[src/rtl/ram_read_scheduler_pkg.sv]
// rtl/ram_read_scheduler_pkg.sv - shared constants and types for the capture-RAM read scheduler
package ram_read_scheduler_pkg;
  localparam int ADDR_W = 7;
  localparam int DATA_W = 25;
  localparam int DEPTH  = 128;

  typedef enum logic [1:0] {
    IDLE  = 2'd0,
    DRAIN = 2'd1,
    FLUSH = 2'd2
  } state_e;

  typedef enum logic {
    TAG_HOST  = 1'b0,
    TAG_DRAIN = 1'b1
  } rd_tag_e;
endpackage

[src/rtl/stream_skid_fifo.sv]
// rtl/stream_skid_fifo.sv - 2-entry valid/ready buffer with occupancy count
module stream_skid_fifo
  import ram_read_scheduler_pkg::*;
#(
  parameter int W = DATA_W
) (
  input  logic         clk,
  input  logic         rst_n,
  input  logic         s_valid_i,
  input  logic [W-1:0] s_data_i,
  output logic         m_valid_o,
  input  logic         m_ready_i,
  output logic [W-1:0] m_data_o,
  output logic [1:0]   count_o
);
  logic [W-1:0] mem_q [2];
  logic         rd_q;
  logic         wr_q;
  logic [1:0]   count_q;
  logic         push;
  logic         pop;

  assign pop       = m_valid_o && m_ready_i;
  assign push      = s_valid_i && ((count_q != 2'd2) || pop);
  assign m_valid_o = (count_q != 2'd0);
  assign m_data_o  = mem_q[rd_q];
  assign count_o   = count_q;

  always_ff @(posedge clk or negedge rst_n) begin
    if (!rst_n) begin
      mem_q[0] <= '0;
      mem_q[1] <= '0;
      rd_q     <= 1'b0;
      wr_q     <= 1'b0;
      count_q  <= 2'd0;
    end else begin
      if (push) begin
        mem_q[wr_q] <= s_data_i;
        wr_q        <= ~wr_q;
      end
      if (pop) begin
        rd_q <= ~rd_q;
      end
      count_q <= count_q + {1'b0, push} - {1'b0, pop};
    end
  end
endmodule

[src/rtl/ram_read_scheduler.sv]
// rtl/ram_read_scheduler.sv - shares the capture-RAM read port between host reads and a frame drain stream
module ram_read_scheduler
  import ram_read_scheduler_pkg::*;
#(
  parameter int ADDR_W = ram_read_scheduler_pkg::ADDR_W,
  parameter int DATA_W = ram_read_scheduler_pkg::DATA_W,
  parameter int DEPTH  = ram_read_scheduler_pkg::DEPTH
) (
  input  logic              clk,
  input  logic              rst_n,
  input  logic              wr_active,
  input  logic              frame_done,
  input  logic [ADDR_W:0]   frame_len,
  input  logic              host_req,
  input  logic [ADDR_W-1:0] host_add,
  output logic              host_ack,
  output logic [DATA_W-1:0] host_data,
  output logic              m_valid,
  input  logic              m_ready,
  output logic [DATA_W-1:0] m_data,
  output logic              m_last,
  output logic              ram_rd_en,
  output logic [ADDR_W-1:0] ram_read_add,
  input  logic [DATA_W-1:0] ram_read_data,
  output logic              busy,
  output logic              overrun_err
);
  localparam logic [ADDR_W:0] LEN_MAX = (ADDR_W+1)'(DEPTH);
  localparam logic [ADDR_W:0] ONE     = (ADDR_W+1)'(1);

  state_e            state_q, state_d;
  logic              pending_q;
  logic [ADDR_W:0]   len_q;
  logic [ADDR_W:0]   issued_q;  // doubles as the drain read pointer
  logic [ADDR_W:0]   sent_q, sent_d;
  rd_tag_e           rr_q;
  logic              rd_vld_q;
  rd_tag_e           rd_tag_q;
  logic              host_ack_q;
  logic [DATA_W-1:0] host_data_q;
  logic              overrun_q;

  logic [1:0] buf_count;
  logic [2:0] occupancy;
  logic       drain_inflight, host_inflight, pop;
  logic       drain_elig, host_elig, grant_host, grant_drain;
  logic       fd_accept, start_drain;

  assign drain_inflight = rd_vld_q && (rd_tag_q == TAG_DRAIN);
  assign host_inflight  = rd_vld_q && (rd_tag_q == TAG_HOST);
  assign pop            = m_valid && m_ready;
  assign sent_d         = sent_q + (ADDR_W+1)'(pop);
  // A word leaving the buffer this cycle frees its slot, keeping 1 word/cycle at full rate
  assign occupancy      = 3'(buf_count) + 3'(drain_inflight) - 3'(pop);
  assign fd_accept      = frame_done && (state_q == IDLE) && !pending_q &&
                          (frame_len != '0) && (frame_len <= LEN_MAX);
  assign start_drain    = (state_q == IDLE) && (state_d == DRAIN);

  always_ff @(posedge clk or negedge rst_n) begin
    if (!rst_n) state_q <= IDLE;
    else        state_q <= state_d;
  end

  always_comb begin
    state_d = state_q;
    case (state_q)
      IDLE:    if (pending_q && !wr_active) state_d = DRAIN;
      DRAIN:   if (issued_q == len_q)       state_d = FLUSH;
      FLUSH:   if (sent_d == len_q)         state_d = IDLE;
      default: state_d = IDLE;
    endcase
  end

  always_comb begin
    drain_elig  = (state_q == DRAIN) && (issued_q < len_q) && (occupancy < 3'd2);
    host_elig   = rst_n && host_req && !host_inflight && !host_ack_q;
    grant_host  = 1'b0;
    grant_drain = 1'b0;
    if (host_elig && drain_elig) begin
      if (rr_q == TAG_DRAIN) grant_host  = 1'b1;
      else                   grant_drain = 1'b1;
    end else begin
      grant_host  = host_elig;
      grant_drain = drain_elig;
    end
    ram_rd_en    = grant_host || grant_drain;
    ram_read_add = grant_host  ? host_add :
                   grant_drain ? issued_q[ADDR_W-1:0] : '0;
    busy         = pending_q || (state_q != IDLE);
    m_last       = m_valid && (sent_q == len_q - ONE);
  end

  always_ff @(posedge clk or negedge rst_n) begin
    if (!rst_n) begin
      pending_q   <= 1'b0;
      len_q       <= '0;
      issued_q    <= '0;
      sent_q      <= '0;
      rr_q        <= TAG_HOST;
      rd_vld_q    <= 1'b0;
      rd_tag_q    <= TAG_HOST;
      host_ack_q  <= 1'b0;
      host_data_q <= '0;
      overrun_q   <= 1'b0;
    end else begin
      if (start_drain)    pending_q <= 1'b0;
      else if (fd_accept) pending_q <= 1'b1;
      if (fd_accept)                len_q     <= frame_len;
      if (frame_done && !fd_accept) overrun_q <= 1'b1;
      if (start_drain) begin
        issued_q <= '0;
        sent_q   <= '0;
      end else begin
        if (grant_drain) issued_q <= issued_q + ONE;
        sent_q <= sent_d;
      end
      if (host_elig && drain_elig) rr_q <= grant_host ? TAG_HOST : TAG_DRAIN;
      rd_vld_q   <= ram_rd_en;
      rd_tag_q   <= grant_drain ? TAG_DRAIN : TAG_HOST;
      host_ack_q <= host_inflight;
      if (host_inflight) host_data_q <= ram_read_data;
    end
  end

  assign host_ack    = host_ack_q;
  assign host_data   = host_data_q;
  assign overrun_err = overrun_q;

  stream_skid_fifo #(.W(DATA_W)) u_out_buf (
    .clk       (clk),
    .rst_n     (rst_n),
    .s_valid_i (drain_inflight),
    .s_data_i  (ram_read_data),
    .m_valid_o (m_valid),
    .m_ready_i (m_ready),
    .m_data_o  (m_data),
    .count_o   (buf_count)
  );
endmodule
[config.mk]
export PLATFORM = sky130hd
export DESIGN_NAME = ram_read_scheduler
export DESIGN_NICKNAME = d
export VERILOG_FILES = /design/src/rtl/ram_read_scheduler_pkg.sv /design/src/rtl/stream_skid_fifo.sv /design/src/rtl/ram_read_scheduler.sv
export SDC_FILE = /design/constraint.sdc
export NUM_CORES = 1
export LEC_CHECK = 0
export CORE_ASPECT_RATIO = 0.9
export CORE_UTILIZATION = 45
export CTS_CLUSTER_DIAMETER = 60
export DETAILED_ROUTE_END_ITERATION = 10
export GPL_TIMING_DRIVEN = 0
export HOLD_SLACK_MARGIN = 0.06
export PLACE_DENSITY = 0.79
export SYNTH_ARGS = -nofsm -noshare
export SYNTH_HDL_FRONTEND = slang
export SYNTH_SLANG_ARGS = --single-unit
[constraint.sdc]
create_clock -name clk -period 7.9 [get_ports clk]
set_input_delay 0.79 -clock clk [delete_from_list [all_inputs] [get_ports clk]]
set_output_delay 0.79 -clock clk [all_outputs]
set_load 0.05 [all_outputs]
Yosys cells after proc, flatten, opt, wreduce, memory -nomap -nowiden
Cells that the tools add are included.
{"block": "classes", "addsub": 7, "eq_ne": 7, "n_reduce_logical": 33, "n_lt_le_gt_ge": 6, "mux": 23, "bitwise": 5}
{"op": "25-bit two-way mux", "count": 4}
{"op": "50-bit bitwise mux", "count": 1}
{"op": "25-bit demux with 1-bit select", "count": 1}
{"op": "8-bit == test", "count": 3}
{"op": "8-bit two-way mux", "count": 3}
{"op": "1-bit logical AND", "count": 19}
{"op": "7-bit two-way mux", "count": 2}
{"op": "8-bit by 1-bit adder with 8-bit output", "count": 1}
{"op": "8-bit by 1-bit adder with 8-bit output (second input constant)", "count": 1}
{"op": "8-bit less-or-equal comparator (second input constant)", "count": 1}
{"op": "8-bit < comparator", "count": 1}
{"op": "1-bit two-way mux", "count": 8}
{"op": "2-bit nonzero test", "count": 4}
{"op": "8-bit nonzero test", "count": 1}
{"op": "8-bit by 1-bit subtractor with 8-bit output (second input constant)", "count": 1}
{"op": "2-bit two-way mux", "count": 3}
{"op": "2-bit case mux with 3 select lines", "count": 1}
{"op": "1-bit logical NOT", "count": 5}
{"op": "2-bit by 1-bit == test with 1-bit output (second input constant)", "count": 2}
{"op": "2-bit >= comparator (second input constant)", "count": 2}
{"op": "1-bit inverter with 2-bit output", "count": 2}
{"op": "2-bit by 1-bit adder with 3-bit output", "count": 1}
{"op": "1-bit logical OR", "count": 3}
{"op": "3-bit by 2-bit < comparator with 1-bit output (second input constant)", "count": 1}
{"op": "other kinds (8)", "count": 10}
{"block": "totals", "elab_cells": 97, "out_inout_bits": 63, "in_bits": 46, "regBits": 111}

Logic depth before layout (Yosys ltp)
Gate-level depths: netlist of run 1.
{"block": "logic_depth", "ltp_word": 9, "ltp_mapped": 15, "ltp_nobuf": 14}

Modules after synthesis
Synthesis of run 1 repeated with hierarchy kept, for this count alone.
{"block": "hier_totals", "cells_unflattened": 432, "area_unflattened_um2": 5515.3}
{"mod": "ram_read_scheduler", "area_each_um2": 3118.0, "n_inst": 1, "cells_per_inst": 282}
{"mod": "stream_skid_fifo", "area_each_um2": 2397.3, "n_inst": 1, "cells_per_inst": 150}

Worst setup path before layout of run 1
Ideal clock, no wire load.
{"block": "synth_timing", "path_kind": "register -> output", "start": "register u_out_buf.count_q[1], in the netlist u_out_buf.count_o[1]", "end": "output ram_read_add[0]", "n_path_buf": 1, "setup_slack_ps": 3646, "path_stages_with_launch": 15, "t_arrival_ps": 3464, "t_required_ps": 7110, "cell_sequence": "dfrtp_1 inv_1 nand2_1 and2_1 ha_1 inv_1 nand3_1 fa_1 and4bb_1 o2111ai_2 o21bai_4 or2_4 inv_2 buf_4 a22o_1"}
{"block": "synth_via", "elab_chain_len": 9, "word_cells_on_any_way": 11}
{"element": "start: declaration", "line": "stream_skid_fifo.sv:19", "source": "logic [1:0] count_q;"}
{"element": "start signal: assignment", "line": "stream_skid_fifo.sv:44", "source": "count_q <= count_q + {1'b0, push} - {1'b0, pop};"}
{"element": "2-bit nonzero test (*)", "line": "stream_skid_fifo.sv:25", "source": "assign m_valid_o = (count_q != 2'd0);"}
{"element": "via m_valid", "line": "ram_read_scheduler.sv:18", "source": "output logic m_valid,"}
{"element": "1-bit logical AND (*)", "line": "ram_read_scheduler.sv:51", "source": "assign pop = m_valid && m_ready;"}
{"element": "3-bit by 1-bit subtractor with 3-bit output (*)", "line": "ram_read_scheduler.sv:54", "source": "assign occupancy = 3'(buf_count) + 3'(drain_inflight) - 3'(pop);"}
{"element": "3-bit by 2-bit < comparator with 1-bit output (*)", "line": "ram_read_scheduler.sv:75", "source": "drain_elig = (state_q == DRAIN) && (issued_q < len_q) && (occupancy < 3'd2);"}
{"element": "1-bit logical AND (*)", "line": "ram_read_scheduler.sv:75"}
{"element": "1-bit logical AND", "line": "ram_read_scheduler.sv:79", "source": "if (host_elig && drain_elig) begin"}
{"element": "1-bit two-way mux (*)", "line": "ram_read_scheduler.sv:79"}
{"element": "via grant_drain", "line": "ram_read_scheduler.sv:46", "source": "logic drain_elig, host_elig, grant_host, grant_drain;"}
{"element": "7-bit two-way mux (*)", "line": "ram_read_scheduler.sv:88", "source": "grant_drain ? issued_q[ADDR_W-1:0] : '0;"}
{"element": "7-bit two-way mux (*)", "line": "ram_read_scheduler.sv:87", "source": "ram_read_add = grant_host ? host_add :"}
{"element": "end: declaration", "line": "ram_read_scheduler.sv:23", "source": "output logic [ADDR_W-1:0] ram_read_add,"}
The timed path passes the listed nets; every way through them passes the cells marked *.

Worst setup path after layout of run 1
{"block": "layout_timing", "start": "input m_ready", "end": "output ram_read_add[0]"}
{"block": "layout_via", "elab_chain_len": 8, "word_cells_on_any_way": 9}
{"element": "start: declaration", "line": "ram_read_scheduler.sv:19", "source": "input logic m_ready,"}
{"element": "1-bit logical AND (*)", "line": "ram_read_scheduler.sv:51"}
{"element": "3-bit by 1-bit subtractor with 3-bit output (*)", "line": "ram_read_scheduler.sv:54"}
{"element": "3-bit by 2-bit < comparator with 1-bit output (*)", "line": "ram_read_scheduler.sv:75"}
{"element": "1-bit logical AND (*)", "line": "ram_read_scheduler.sv:75"}
{"element": "1-bit logical AND", "line": "ram_read_scheduler.sv:79"}
{"element": "1-bit two-way mux (*)", "line": "ram_read_scheduler.sv:79"}
{"element": "via grant_drain", "line": "ram_read_scheduler.sv:46"}
{"element": "7-bit two-way mux (*)", "line": "ram_read_scheduler.sv:88"}
{"element": "7-bit two-way mux (*)", "line": "ram_read_scheduler.sv:87"}
Marks and branches as above.

==> run_results.csv, run 1 <==
group,metric,value,unit
run_status,status,"finished clean",
cts,clock_latency,350,ps
timing,fin_crit_sh,65.7,%
final_layout,final_nets,617,
critical_path,crit_top_cell,"clkdlybuf4s50_1",
global_route,grt_pass1_vias,4125,
worst_hold_path,hp-class,"reg2reg",
timing,max_freq,193,MHz
run,cap_violations,0,
drt,dr.max_layer_used,"met4",
global_route,grt_use_total,20.3,%
timing,worst_pin_slew,707,ps
floorplanning,die_area,12600,sq um
critical_path,worst-setup-path-type,"in2out",
cts,post_cts_buffers,0,
drt,drtIter0Drc,151,
critical_path,cp_top_family,"buffers and inverters",
timing,finClkSkew,11.3,ps
timing,rsz0062_at_grt,"no",
critical_path,arrival,4400,ps
critical_path,slowest_delay,800,ps
drt,wl_per_cell,16.7,microns
global_route,grt_remaining_overflow,0,
cts,cts_root_buf,"clkbuf_16",
synth,synth_edf_count,0,
drt,route.detailed.drc,0,
synth,async_reset_ff_share,100,%
drt,antenna_left,0,
place,port_buffers,108,
final_layout,final_cells,716,
cts,clk_pin_slew,70,ps
synth,syn-num-nets,497,
final_layout,area_growth_syn_to_layout,29.4,%
synth,netlist_top_cells_count,"dfrtp_1, mux2_2, nand2_1",
drt,met1_length,5250,microns
global_route,grt_pass1_wl,20100,microns
floorplanning,core.rowCount,37,
drt,route.met2.wl,5910,microns
critical_path,critPathRequiredTime,7110,ps
synth,synth.largest_area_cell,"dfrtp_1",
synth,synthTopCellsByArea,"dfrtp_1, mux2_2, ha_1",
drt,vias,3785,
synth,ys_ff_latch,111,
power_and_ir_drop,vdd_ir_drop_max,0.000304,V
drt,drtPass1Iterations,4,
synth,synth_area,5460,sq um
cts,cts_tree,"yes",
timing,period_minus_slack,5190,ps
critical_path,cp_slowest_cell,"clkdlybuf4s50_1",
synth,yosysMostFrequentCell,"dfrtp_1",
power_and_ir_drop,powerDensity,463,nW/um^2
cts,cts_made_buffers,9,
synth,post_synth.cell_area_avg,12.5,sq um
global_route,antenna_found_initial,0,
critical_path,path_cells,"clkdlybuf4s50_1 -> and2_1 -> ha_1 -> inv_1 -> nand3_1 -> fa_1 -> and4bb_1 -> o2111ai_2 -> o21bai_4 -> or2_4 -> inv_2 -> buf_4 -> a22o_1 -> clkdlybuf4s50_1",
cts,htree_num_levels,3,
final_layout,fillCellCount,895,
timing,slew_headroom,52.9,%
critical_path,crit_path_end_kind,"output port",
place,place.gp.congestion,0.842,
synth,ys_types,54,
synth,yosysWarnings,0,
synth,postSynthCellCount,435,
cts,numClockSinks,111,
place,dp.cells,700,
drt,route.met3.wl,585,microns
place,dpl.hpwl,8860,microns
final_layout,layout-drive-gt1-share,24.8,%
timing,final_hold_viol_count,0,
drt,via_per_inst,5.29,
cts,cts_hold_buffers,0,
floorplanning,die_width,118,microns
critical_path,crit_fanout,10,
critical_path,critPathBufInv,5,
floorplanning,pin_count,109,
cts,clockBufferDepth,2,
timing,finalSetupViolCount,0,
drt,drt_wl_total,12000,microns
floorplanning,start_util,46.9,%
critical_path,critPathLaunchType,"input pin",
floorplanning,core,11600,sq um
timing,slew_violations,0,
power_and_ir_drop,total_power,3.27,mW
power_and_ir_drop,p_leak,3.11,nW
cts,post_cts_resized,0,
floorplanning,die_h,106,microns
timing,finalSetupTns,0,ps
synth,ys.flop_type,"dfrtp_1",
final_layout,n_antenna_cell,0,
synth,synth_top_area_share,50.9,%
synth,ys_seq_area_share,50.9,%
global_route,grt_max_degree,62,
[power breakdown]
group | internal (mW) | leakage (nW) | switching, mW
combinational | 0.750 | 1.56 | 1.09
clock | 0.237 | 0.149 | 0.212
sequential | 0.815 | 1.40 | 0.169
[cell families (layout without fill, tap and decap cells)]
group / Yosys count / count (layout) / share of synthesized area [%]
AOI/OAI and AO/OA: 42 / 42 / 5.64
adders and majority gates: 16 / 16 / 3.81
xor gates and xnor gates: 29 / 29 / 5.00
and+or+nand+nor: 84 / 84 / 8.46
buffers and inverters: 41 / 166 / 3.12
muxes: 112 / 112 / 23.1
DFF: 111 / 111 / 50.9
[sequential cells by signal, indices dropped and copies added (netlist names), 2 cells and up]
name / cells
len_q: 8
host_data: 25
sent_q: 8
u_out_buf.count_o: 2
issued_q: 8
u_out_buf.mem_q: 50
state_q: 2
[cell type report]
class | instances | area [sq um] | area share (%)
sequential | 111 | 2780 | 39.3
clock inverter | 5 | 51.3 | 0.727
multi-input combinational | 283 | 2510 | 35.5
clock buffer | 11 | 253 | 3.58
tap | 156 | 195 | 2.76
timing repair buffer | 109 | 1110 | 15.7
inverter | 20 | 75.1 | 1.06
buffer | 21 | 95.1 | 1.35
[path summary, 6_finish.rpt]
| kind | startpoint | end | slack (ps) | depth (start not counted) |
|---|---|---|---|---|
| worst max-delay path | m_ready | ram_read_add[0] | 2710 | 14 |
| worst min-delay path | overrun_err$_DFFE_PN0P_ | overrun_err$_DFFE_PN0P_ | 470 | 1 |
| worst max register to register | u_out_buf.count_o[1]$_DFF_PN0_ | issued_q[4]$_DFFE_PN0P_ | 4620 | 13 |
| worst min register to register | overrun_err$_DFFE_PN0P_ | overrun_err$_DFFE_PN0P_ | 470 | 1 |
| max in group asynchronous | rst_n | rd_vld_q$_DFF_PN0_ | 6700 | 2 |
| min in group asynchronous | rst_n | u_out_buf.mem_q[7]$_DFFE_PN0P_ | 480 | 1 |
[through the flow]
step | utilization [%] | hold WS (ps) | setup slack, ps | instance area (sq um)
6_report | 60.8 | 472 | 2710 | 7060
5_1_grt | 60.8 | 499 | 2480 | 7060
4_1_cts | 60.8 | 468 | 2680 | 7060
3_5_place_dp | 58.1 | 450 | 2690 | 6760
3_3_place_gp | 57.9 | 438 | 94.5 | 6730
2_1_floorplan | - | 463 | 3650 | 5460
[per-layer routing]
layer  track usage (%)  up-vias
met5                 0        -
met4              6.96        0
met3              5.31       14
met2              34.3       91
met1              25.2     1906
li1                  -     1774
[placed cells by master, fill, tap and decap left out, drive strengths merged, types with 3 or more instances in the layout]
master and n:
or4 3, nand2 23, clkbuf 21, o21ai 6, a21oi 11, or3 3, xor2 15, nor2b 3
nand4 8, dfrtp 111, a22o 7, and2 3, clkdlybuf4s50 107, mux2i 3, inv 21, nor4 4
nand3 8, buf 13, ha 15, nor2 16, nor3 4, clkinv 4, xnor2 14, mux2 109
Note: power is estimated with default switching activity, not from simulation.
==> run 2, diff against run 1 <==
==> constraint.sdc (replaced) <==
create_clock -name clk -period 5.05 [get_ports clk]
set_input_delay 0.505 -clock clk [delete_from_list [all_inputs] [get_ports clk]]
set_output_delay 0.505 -clock clk [all_outputs]
set_load 0.05 [all_outputs]
==> results of run 2 <==
Same layout as run 1 (identical final DEF). Status: finished clean.
Main changes from that run: setup slack after placement 2690 ps -> 413 ps; setup slack after layout 2710 ps -> 320 ps; hold slack 472 ps -> 191 ps; start point of the critical path m_ready -> u_out_buf.count_o[1]$_DFF_PN0_; register-to-register setup slack 4620 ps -> 1770 ps; total power 3.27 mW -> 5.11 mW; worst IR drop on VDD 0.000304 V -> 0.000476 V
==> run 3, diff against run 2 <==
--- a/config.mk
+++ b/config.mk
@@ -7,7 +7,8 @@
 export LEC_CHECK = 0
 export CORE_ASPECT_RATIO = 0.9
 export CORE_UTILIZATION = 45
-export CTS_CLUSTER_DIAMETER = 60
+export CTS_CLUSTER_DIAMETER = 200
+export CTS_CLUSTER_SIZE = 10
 export DETAILED_ROUTE_END_ITERATION = 10
 export GPL_TIMING_DRIVEN = 0
 export HOLD_SLACK_MARGIN = 0.06
==> results of run 3 <==
Same layout as run 1 (identical final DEF). Status: finished clean.
Main changes from that run: setup slack after placement 2690 ps -> 413 ps; setup slack after layout 2710 ps -> 320 ps; hold slack 472 ps -> 191 ps; start point of the critical path m_ready -> u_out_buf.count_o[1]$_DFF_PN0_; register-to-register setup slack 4620 ps -> 1770 ps; total power 3.27 mW -> 5.11 mW; worst IR drop on VDD 0.000304 V -> 0.000476 V
==> edit 1: new RTL, flow settings as in run 2 <==
The package constant `DATA_W` goes from 25 to 33.
--- a/src/rtl/ram_read_scheduler_pkg.sv
+++ b/src/rtl/ram_read_scheduler_pkg.sv
@@ -1,7 +1,7 @@
 // rtl/ram_read_scheduler_pkg.sv - shared constants and types for the capture-RAM read scheduler
 package ram_read_scheduler_pkg;
   localparam int ADDR_W = 7;
-  localparam int DATA_W = 25;
+  localparam int DATA_W = 33;
   localparam int DEPTH  = 128;
 
   typedef enum logic [1:0] {
Ports: changed (resized host_data, m_data and ram_read_data); port bits go from 109 to 133. The function was not compared with the original's and may differ.
==> edit 1 against run 2 <==
Wire length rose by 24%; worst setup slack better by 0.29 ns; critical path type unchanged; final cell count is 20% higher; sequential cell count rose by 24; final area increased by 23%; hold slack better by 0.26 ns; synthesized area is 19% higher; global-route usage rose by 0.92 points; clock skew is 0.0032 ns lower; via count grew 21%; highest routed layer unchanged; total power fell by 20%.
==> edit 1: results (changes against run 2) <==
sequential power share 33.9% (+3.8 points); IO buf count 132 (+22%); type of the most critical hold path reg -> reg; maximum VDD drop 0.296 mV (-38%); slowest stage cell, crit path fa_1; CTS H-tree depth 4 (+1); status finished, final reports clean; post-synthesis mux area share 24.8% (+1.7 points); Post-DP HPWL 10.5 mm (+18%); RePlAce Congestion 0.887 (+5.4%); Static Leak 4.00 nW (+29%); P_sw 0.00146 W (-37%); routed wl met2 7.48 mm (+27%); Setup Skew 0.00813 ns (-0.00316 ns); Fillers 1094 (+22%); Comb. pwr 0.00148 W (-48%); CP arrival 3.94 ns (-0.28 ns); Hold WS 0.455 ns (+0.264 ns); CP top delay family simple AND/OR/NAND/NOR gates; Synth Area in Compound Gates 5.21% (-0.43 points); Post-Synth XOR/XNOR Area 3.92% (-1.1 points); GRT Overall Usage 21.2% (+0.92 points); Final Total Pwr 0.00409 W (-20%); Net Count, Synth 572 (+15%); first-pass GRT wire length 24.3 mm (+21%); R2R setup slack 1.64 ns (-0.13 ns); number of flip-flops under the largest register name 66 (+32%); worst skew pair latency 0.41 ns (+0.06 ns)
==> edit 1: cell types whose count changed in the layout (fill, tap and decap cells not counted), moves of 8 or more <==
cell                    run 2  this run
clkbuf_16                   9        17
clkdlybuf4s50_1           107       124
dfrtp_1                   111       135
mux2_1                      8         0
mux2_2                    101       140
nand3_1                     7        17
o2bb2ai_1                   0         8
==> edit 1: worst max-delay path by stage <==
stage | end | slack, ns | from
final | ram_read_add[3] | 0.61 | u_out_buf.count_o[1]
after global routing | ram_read_add[5] | 0.35 | u_out_buf.count_o[1]
after floorplan | ram_read_add[0] | 1.17 | u_out_buf.count_o[1]
after detailed placement | ram_read_add[1] | 0.36 | m_ready
after global placement | ram_rd_en | -2.81 | rst_n
after CTS | ram_read_add[1] | 0.19 | u_out_buf.count_o[1]
==> edit 1: routing by layer <==
layer | vias to the layer above | global-route usage, %
li1 | 2114 | -
met4 | 0 | 6.27
met2 | 114 | 36.3
met5 | - | 0
met3 | 22 | 6.74
met1 | 2318 | 25.8
==> edit 1: area by class of cell <==
type	instances	area (µm²)	area share (%)
sequential	135	3380	38.9
multi-input combinational	324	2920	33.6
timing repair buffer	134	1380	15.8
clock buffer	20	467	5.37
tap	193	241	2.78
buffer	27	128	1.47
clock inverter	11	124	1.42
inverter	16	60.1	0.691
==> edit 1: stage by stage <==
stage | cells | instance area [µm²] | TNS (ns) | util [%]
floorplan | 502 | 6480 | 0 | -
global placement | 827 | 8050 | -263.75 | 57.2
detailed placement | 828 | 8080 | 0 | 57.5
CTS | 860 | 8680 | 0 | 61.7
global route | 860 | 8690 | 0 | 61.8
finish | 860 | 8690 | 0 | 61.8
==> edit 1: repair_timing <==
action,in CTS,in global routing
hold buffers,1,0
endpoints found under the hold margin,42,0
setup endpoints to repair,0,7
gates resized for setup,0,7
==> edit 2: new RTL, config.mk and constraints of run 2 <==
Made on the original files. The 3 states of `state_e` get a one-hot encoding in 3 bits.
--- a/src/rtl/ram_read_scheduler_pkg.sv
+++ b/src/rtl/ram_read_scheduler_pkg.sv
@@ -4,10 +4,10 @@
   localparam int DATA_W = 25;
   localparam int DEPTH  = 128;
 
-  typedef enum logic [1:0] {
-    IDLE  = 2'd0,
-    DRAIN = 2'd1,
-    FLUSH = 2'd2
+  typedef enum logic [2:0] {
+    IDLE  = 3'b001,
+    DRAIN = 3'b010,
+    FLUSH = 3'b100
   } state_e;
 
   typedef enum logic {
Check against the original RTL: no difference found for any inputs over 4 cycles, from zero or initial values and one cycle with rst_n low; so few cycles prove little.
==> edit 2 against run 2 <==
Final area is 0.35% higher; worst setup slack worse by 0.074 ns; combinational power is 40% lower; sequential cell count is 1 higher; wire length is 2.0% lower; first-iteration DRC count is 6.6% higher; synthesized area is 0.64% higher; total power is 28% lower; clock power is 1% lower; critical path type unchanged; largest cell class unchanged.
==> edit 2: results (changes against run 2) <==
Worst Tran Pin Value 0.674 ns (-0.0332 ns); YS warnings 0 (unchanged); vias in the first global route 3901 (-5.4%); Post-Place Setup Slack 0.255 ns (-0.158 ns); antenna-violating nets left 0 (unchanged); post-synthesis sequential area ratio 51.1% (+0.15 points); CP arrival 4.30 ns (+0.08 ns); Post-Synth XOR/XNOR Area 4.95% (-0.055 points); P_sw 0.00150 W (-35%); Synth async-reset ratio 100% (unchanged); last element of the critical path ram_read_add[2]; Final #Nets 623 (+0.97%); synth cell count leaders dfrtp_1 (111), mux2_2 (100), nand2_1 (25); via count 3800 (+0.40%); Antenna diodes 0 (unchanged); CTS H-tree depth 3 (unchanged); drt total wl 11.7 mm (-2.0%); Net Count, Synth 503 (+1.2%); CP max stage delay 0.83 ns (+0.03 ns); Setup Skew 0.00675 ns (-0.00454 ns); Static Leak 3.23 nW (+4.0%); post-synthesis mux area share 21.2% (-1.8 points); share of layout cells above drive strength 1 25.4% (+0.62 points); Synth Area in Compound Gates 6.04% (+0.40 points); period utilization 95.1% (+1.5 points); Worst-path clk slew 0.07 ns (about the same); Top FF cell, synth dfrtp_1; GRT Overall Usage 19.6% (-0.72 points); first-pass GRT wire length 19.6 mm (-2.5%); largest net degree at the start of global routing 64 (+3.2%); R2R setup slack 1.79 ns (+0.02 ns); synth top area cells dfrtp_1 (51%), mux2_2 (21%), ha_1 (3.4%); Post-Synth Adder-Cell Area 3.78% (-0.024 points); clock root cell clkbuf_16; status finished, final reports clean; maximum VDD drop 0.322 mV (-32%); synth unique cells 52 (-3.7%); RePlAce Congestion 0.846 (+0.40%); reg2reg path depth 14 (+1); Post-DP HPWL 8.65 mm (-2.3%); PostCTS Resize Cnt 0 (unchanged); number of flip-flops under the largest register name 50 (unchanged); worst r2r dst issued_q[0]; initial drt markers 161 (+6.6%); Crit Path Max Fanout 10 (unchanged)
-- edit 2: changes by cell type after synthesis, sizes merged, moves of 5 or more --
cell and change:
a21oi -6, mux2 -9, nor2 +7, o21ai +9, xnor2 +5
-- edit 2: area by class of cell --
cell class,count,area (µm²)
repair buffers,109,1110
multi-input cells,293,2510
plain buffers,20,115
inverters,16,60.1
clock buffers,12,267
clock inverters,4,27.5
fillers,949,4580
well taps,156,195
flip-flops and latches,112,2800
-- edit 2: metal layers --
layer	up-vias	track usage, %	share of wire [%]
met4	0	6.33	1.5
met3	19	3.67	3.6
li1	1805	-	-
met5	-	0	0
met1	1873	25.4	45
met2	103	33.3	49
-- edit 2: metrics by stage --
step           std cells  hold WS, ns  TNS [ns]  cell area (µm²)
3_5_place_dp         706        0.459         0             6790
3_3_place_gp         705        0.454   -102.70             6770
2_1_floorplan        441        0.209         0             5490
4_1_cts              722        0.214         0             7090
6_report             722        0.193         0             7090
5_1_grt              722        0.239         0             7090
-- edit 2: power groups by stage --
stage | Sequential, W | Combinational (W) | Clock, W
floorplan | 0.00159 | 0.000873 | 0
detailed placement | 0.00128 | 0.00172 | 0
global route | 0.00130 | 0.00182 | 0.000742
global placement | 0.00127 | 0.00167 | 0
finish | 0.00126 | 0.00172 | 0.000692
CTS | 0.00127 | 0.00172 | 0.000712
-- edit 2: kinds of logic (layout without fill, tap and decap cells) --
kind of cell / count (synthesis) / in the layout
adders and majority gates: 16 / 16
muxes: 104 / 104
buffers and inverters: 36 / 161
DFF: 112 / 112
AOI/OAI and AO/OA: 44 / 44
and+or+nand+nor: 98 / 98
xor gates and xnor gates: 31 / 31
